$ cat config.mk
export PLATFORM = sky130hd
export DESIGN_NAME = keypad_scanner_param
export DESIGN_NICKNAME = d
export VERILOG_FILES = /design/src/rtl/keypad_pkg.sv /design/src/rtl/keypad_onehot_enc.sv /design/src/rtl/keypad_scanner_param.sv
export SDC_FILE = /design/constraint.sdc
export NUM_CORES = 1
export LEC_CHECK = 0
export CAP_MARGIN = 20
export CORE_UTILIZATION = 30
export DETAILED_ROUTE_END_ITERATION = 10
export GPL_TIMING_DRIVEN = 0
export PLACE_DENSITY = 0.46
export SLEW_MARGIN = 30
export SYNTH_ARGS = -nofsm -noshare
export SYNTH_HDL_FRONTEND = slang
export SYNTH_SLANG_ARGS = --single-unit
$ cat constraint.sdc
create_clock -name Clock -period 8.2 [get_ports Clock]
set_clock_uncertainty 0.1 [all_clocks]
set_input_delay 1.23 -clock Clock [delete_from_list [all_inputs] [get_ports Clock]]
set_output_delay 1.23 -clock Clock [all_outputs]
set_load 0.02 [all_outputs]
$ cat src/rtl/keypad_pkg.sv
// Shared types and constants for the keypad scanner front end.
package keypad_pkg;
  typedef enum logic [1:0] {SCAN = 2'd0, EVAL = 2'd1, WAIT_READ = 2'd2} scan_state_e;

  function automatic int key_w(input int rows, input int cols);
    return (rows * cols > 1) ? $clog2(rows * cols) : 1;
  endfunction

  // Linear indices (c*4 + r) of the calculator function keys on the 4x4 pad.
  localparam int KEY_SIGN = 3;
  localparam int KEY_ADD  = 12;
  localparam int KEY_SUB  = 13;
  localparam int KEY_MUL  = 14;
  localparam int KEY_EQ   = 15;
endpackage

$ cat src/rtl/keypad_onehot_enc.sv
// Classifies an active-low key snapshot as none/single/multi and encodes the lowest pressed index.
module keypad_onehot_enc
  import keypad_pkg::*;
#(
  parameter int N  = 16,
  parameter int KW = key_w(N, 1)
) (
  input  logic [N-1:0]  snap,
  output logic          zero,
  output logic          single,
  output logic          multi,
  output logic [KW-1:0] idx
);
  logic [N-1:0] pressed;

  assign pressed = ~snap;
  assign zero    = ~|pressed;
  // Clearing the lowest set bit leaves something only when two or more keys are down.
  assign multi   = |(pressed & (pressed - N'(1)));
  assign single  = ~zero & ~multi;

  always_comb begin
    idx = '0;
    for (int i = N - 1; i >= 0; i--)
      if (pressed[i]) idx = KW'(i);
  end
endmodule

$ cat src/rtl/keypad_scanner_param.sv
// Matrix keypad scanner/debouncer with KeyRdy/KeyRd handshake.
// Optional auto-repeat of a held key when KEY_REPEAT_EN is defined.
module keypad_scanner_param
  import keypad_pkg::*;
#(
  parameter int ROWS         = 4,
  parameter int COLS         = 4,
  parameter int SETTLE       = 1,
  parameter int DEBOUNCE     = 4,
  parameter int REPEAT_SCANS = 32,
  localparam int KW          = key_w(ROWS, COLS),
  localparam int N           = ROWS * COLS
) (
  input  logic            Clock,
  input  logic            Reset,
  input  logic [ROWS-1:0] RowIn,
  output logic [COLS-1:0] ColOut,
  output logic            KeyRdy,
  input  logic            KeyRd,
  output logic [KW-1:0]   KeyCode,
  output logic            ScanBusy
);
  localparam int CW = (COLS > 1) ? $clog2(COLS) : 1;

  scan_state_e   state, state_nx;
  logic [CW-1:0] col;
  logic [3:0]    settle_cnt;
  logic [N-1:0]  snap;
  logic [KW-1:0] cand;
  logic [3:0]    cnt, cnt_nx;
  logic          released;
  logic          zero, single, multi;
  logic [KW-1:0] idx;
  logic          settle_done, last_col;
  logic          same_key, cnt_sat, report, rep_hit, fire;

  keypad_onehot_enc #(.N(N), .KW(KW)) u_enc (
    .snap   (snap),
    .zero   (zero),
    .single (single),
    .multi  (multi),
    .idx    (idx)
  );

  assign settle_done = settle_cnt == 4'(SETTLE);
  assign last_col    = col == CW'(COLS - 1);

  // A saturated count on the same key must not look like a fresh arrival at DEBOUNCE.
  always_comb begin
    same_key = single && released && (idx == cand);
    cnt_sat  = cnt == 4'(DEBOUNCE);
    cnt_nx   = same_key ? (cnt_sat ? cnt : cnt + 4'd1) : 4'd1;
    report   = single && released && (cnt_nx == 4'(DEBOUNCE)) && !(same_key && cnt_sat);
    fire     = report || rep_hit;
  end

`ifdef KEY_REPEAT_EN
  localparam int RW = $clog2(REPEAT_SCANS + 1);
  logic [RW-1:0] rep_cnt;

  assign rep_hit = same_key && cnt_sat && (rep_cnt == RW'(REPEAT_SCANS - 1));

  always_ff @(posedge Clock or posedge Reset) begin
    if (Reset) rep_cnt <= '0;
    else if (state == EVAL)
      rep_cnt <= (same_key && cnt_sat && !rep_hit) ? rep_cnt + RW'(1) : '0;
  end
`else
  assign rep_hit = 1'b0;
`endif

  always_ff @(posedge Clock or posedge Reset) begin
    if (Reset) state <= SCAN;
    else       state <= state_nx;
  end

  always_comb begin
    state_nx = state;
    case (state)
      SCAN:      if (settle_done && last_col) state_nx = EVAL;
      EVAL:      state_nx = fire ? WAIT_READ : SCAN;
      WAIT_READ: if (KeyRd && KeyRdy) state_nx = SCAN;
      default:   state_nx = SCAN;
    endcase
  end

  // col is parked at 0 outside SCAN, so column 0 stays driven while waiting.
  always_comb begin
    ColOut   = ~(COLS'(1) << col);
    ScanBusy = state != WAIT_READ;
  end

  always_ff @(posedge Clock or posedge Reset) begin
    if (Reset) begin
      col        <= '0;
      settle_cnt <= '0;
      snap       <= '1;
      cand       <= '0;
      cnt        <= '0;
      released   <= 1'b0;
      KeyRdy     <= 1'b0;
      KeyCode    <= '0;
    end else begin
      case (state)
        SCAN: begin
          if (settle_done) begin
            settle_cnt <= '0;
            for (int c = 0; c < COLS; c++)
              if (col == CW'(c)) snap[c*ROWS +: ROWS] <= RowIn;
            col <= last_col ? '0 : col + CW'(1);
          end else begin
            settle_cnt <= settle_cnt + 4'd1;
          end
        end
        EVAL: begin
          if (zero) begin
            released <= 1'b1;
            cnt      <= '0;
          end else if (multi) begin
            released <= 1'b0;
            cnt      <= '0;
          end else if (released) begin
            cand <= idx;
            cnt  <= cnt_nx;
            if (fire) begin
              KeyRdy  <= 1'b1;
              KeyCode <= idx;
            end
          end
        end
        WAIT_READ: begin
          if (KeyRd && KeyRdy) begin
            KeyRdy <= 1'b0;
`ifndef KEY_REPEAT_EN
            released <= 1'b0;
`endif
          end
        end
        default: ;
      endcase
    end
  end
endmodule

==> results.yml <==
hold_path:
  timing.hold.worst.start: "settle_cnt[3]"
  hold_depth: 1
  min_delay_worst_type: "reg2reg"
detailed_routing:
  detail_route.wl_per_cell_um: 14.43
  route.final.wire_length_um: 4934
  drtAntennaViolNets: 0
  detail_route.first_pass.iterations: 4
  route.detailed.drc: 0
  detail_route.iter0.violations: 90
  route.vias.total: 1713
  via_per_inst: 5.009
floorplan:
  die_area_um2: 8054
  pin_count: 17
  fp-row-count: 31
  initial_core_util_pct: 31.51
  die_height_um: 89.75
  core_um2: 7331
  dieWidth_um: 89.75
clock_tree:
  cts_tree: "yes"
  hold_buffers_post_cts: 0
  postCtsSetupBuffers: 0
  ctsLongestPathBuffers: 2
  h_tree_level_count: 2
  insertion_delay_ns: 0.30
  numClockSinks: 38
  cts-buffers-inserted: 5
  clockRootBuffer: "sky130_fd_sc_hd__clkbuf_8"
  post_cts_resize_count: 0
  path_clk_slew_ns: 0.08
logic_synthesis:
  synth_net_count: 234
  synthFlopType: "sky130_fd_sc_hd__dfrtp_1"
  asyncSetResetFlopFracSynth_pct: 100.0
  netlist.area_leader.share_pct: 23.84
  syn-cell-area_um2: 2310
  synthesis_stage_register_bit_count: 38
  synth_top_area_cell: "sky130_fd_sc_hd__dfrtp_1"
  ys_top_cells_by_area: "sky130_fd_sc_hd__dfrtp_1 24%, sky130_fd_sc_hd__dfstp_2 18%, sky130_fd_sc_hd__mux2_2 7.8%"
  post_synth_num_cell_types: 59
  synthesis.yosys.warnings: 0
  gate_count_of_the_mapped_netlist: 218
  yosysSeqAreaShare_pct: 42.04
  synth_edf_count: 0
  syn-mean-instance-area_um2: 10.60
layout:
  area_growth_syn_to_fin_pct: 19.23
  drive_above_1_share_pct: 26.34
  filler_cell_count: 731
  seqCellArea_um2: 970.9
  mostFrequentLayoutCells: "22 x sky130_fd_sc_hd__dfrtp_1, 17 x sky130_fd_sc_hd__inv_1, 16 x sky130_fd_sc_hd__mux2_2, 16 x sky130_fd_sc_hd__clkdlybuf4s50_1, 16 x sky130_fd_sc_hd__dfstp_2"
  nNetsFinal: 258
  multi_input_comb_area_um2: 1235
  antenna_cells_inserted: 0
  final_common_cell: "sky130_fd_sc_hd__dfrtp_1"
sta:
  report.final.slew_viol_count: 0
  final_period_minus_worst_setup_slack_ns: 3.055
  worstMarginPinSlew_ns: 0.5730
  setup-violations-final: 0
  clock.fmax_mhz: 327.3
  remaining_max_slew_budget_at_the_tightest_pin_pct: 61.74
  setup_total_negative_slack_ns: 0
  grt_setup_unrepaired: "no"
  final_min_period_over_clock_period_pct: 37.25
  final-hold-violation-count: 0
worst_setup_path:
  timing.reg2reg.setup_slack_ns: 5.15
  worstRegToRegCells: 8
  worst_r2r_startpoint: "snap[5]"
  worst_setup_path_startpoint: "snap[5]"
  critical_path_required_time_ns: 8.28
  worst_setup_sp_type: "flip-flop"
  worst-endpoint-arrival_ns: 3.14
  crit_path_kind: "reg2reg"
  timing.critical_path.fanout_max: 9
  critPathCaptureType: "flip-flop"
power:
  cellLeakagePower_uw: 0.001168
  internal_power_uw: 313.7
  share_clk_of_total_power_pct: 43.2
  share_seq_of_total_power_pct: 49.2
  power_switching_uw: 94.60
  switching_fraction_pct: 23.17
  power_per_cell_area_nw_per_um2: 148.3
  p_comb_share_pct: 7.6
  ir_worst_vdd_mv: 0.05599
  p_total_uw: 408.3
placed_design:
  globalplace.congestion: 0.7455
  detailed_place_hpwl_um: 3561
  io_buffers: 16
global_route:
  grt_max_degree: 25
  initial_antenna_violation_count: 0
  grt_pass1_vias: 1651
  grt_pass1_wl_um: 8631
  grt_use_total_pct: 13.46
  global_route_total_overflow: 0
job:
  max_cap_viol_count: 0
outcome:
  status: "finished clean"
critical path, cell delays in order, from the launching register on:
cell	delay [ns]
sky130_fd_sc_hd__dfstp_2	0.52
sky130_fd_sc_hd__buf_4	0.15
sky130_fd_sc_hd__nand4_2	0.19
sky130_fd_sc_hd__or3_1	0.43
sky130_fd_sc_hd__a211oi_2	0.24
sky130_fd_sc_hd__a21oi_2	0.07
sky130_fd_sc_hd__nor4b_4	0.54
sky130_fd_sc_hd__and4_4	0.38
sky130_fd_sc_hd__mux2_4	0.31
registers in the layout, summed over array words and instances (netlist names):
signal      cells
state           2
cnt             4
snap           16
KeyRdy          1
settle_cnt      4
col             2
cand            4
released        1
KeyCode         4
per-stage QoR:
step / util [%] / instances / setup slack (ns) / hold slack, ns / area [um^2]
after floorplan: - / 218 / 5.486 / 0.3684 / 2310
after global placement: 35.38 / 333 / 5.027 / 0.3901 / 2594
after detailed placement: 35.76 / 334 / 5.153 / 0.3946 / 2621
after CTS: 37.57 / 342 / 5.124 / 0.4093 / 2754
after global routing: 37.57 / 342 / 4.990 / 0.4316 / 2754
final: 37.57 / 342 / 5.145 / 0.4001 / 2754
layout make-up:
class	count	area share, %
Buffer	6	1.318
Clock buffer	8	4.816
Multi-Input combinational cell	156	44.84
Sequential cell	38	35.26
Inverter	18	2.453
Timing Repair Buffer	17	6.815
Tap cell	99	4.498
power by group through the flow:
stage	logic (uW)	clock network (uW)	registers, uW
after floorplan	20.2	0	202
after global placement	29.8	0	204
after detailed placement	31.4	0	204
after CTS	31.6	183	201
after global routing	34.9	193	202
final	31.1	177	201
worst paths after layout:
check | endpoint
worst max-delay path | KeyCode[3]
worst min-delay path | settle_cnt[3]
worst max register to register | KeyCode[3]
worst min register to register | settle_cnt[3]
max in group asynchronous | snap[14]
min in group asynchronous | col[1]
metal layers:
layer	track usage (%)	wire length (um)	vias to the layer above
li1	-	-	864
met1	18.90	2487	818
met2	19.81	2214	27
met3	3.976	172	4
met4	4.098	59	0
met5	0	0	-
kinds of logic after synthesis:
kind of cell | share of synthesized area, %
buf+inv | 4.496
xor+xnor | 1.517
fa+ha+maj | 5.309
simple gates | 17.99
compound gates | 15.44
mux | 13.22
flops | 42.04
cell usage after synthesis (2+ instances only):
master / number
sky130_fd_sc_hd__mux2_1: 4
sky130_fd_sc_hd__a31oi_1: 4
sky130_fd_sc_hd__xor2_1: 2
sky130_fd_sc_hd__a21o_1: 3
sky130_fd_sc_hd__mux2_2: 16
sky130_fd_sc_hd__o211ai_1: 2
sky130_fd_sc_hd__and4_1: 2
sky130_fd_sc_hd__dfstp_2: 16
sky130_fd_sc_hd__nand2_1: 15
sky130_fd_sc_hd__or4_1: 2
sky130_fd_sc_hd__nand4_2: 3
sky130_fd_sc_hd__o21ai_0: 7
sky130_fd_sc_hd__xnor2_1: 2
sky130_fd_sc_hd__nor3_1: 6
sky130_fd_sc_hd__o211a_1: 2
sky130_fd_sc_hd__nor2_1: 5
sky130_fd_sc_hd__buf_4: 3
sky130_fd_sc_hd__mux2i_1: 2
sky130_fd_sc_hd__buf_2: 2
sky130_fd_sc_hd__o21ai_1: 5
sky130_fd_sc_hd__a21oi_1: 8
sky130_fd_sc_hd__nand3_1: 13
sky130_fd_sc_hd__inv_1: 18
sky130_fd_sc_hd__dfrtp_1: 22
sky130_fd_sc_hd__a32o_1: 2
sky130_fd_sc_hd__ha_1: 9
sky130_fd_sc_hd__a31o_1: 2
sky130_fd_sc_hd__mux2_4: 4
sky130_fd_sc_hd__nand4_1: 7
No activity file was read; power rests on OpenSTA's default activity.
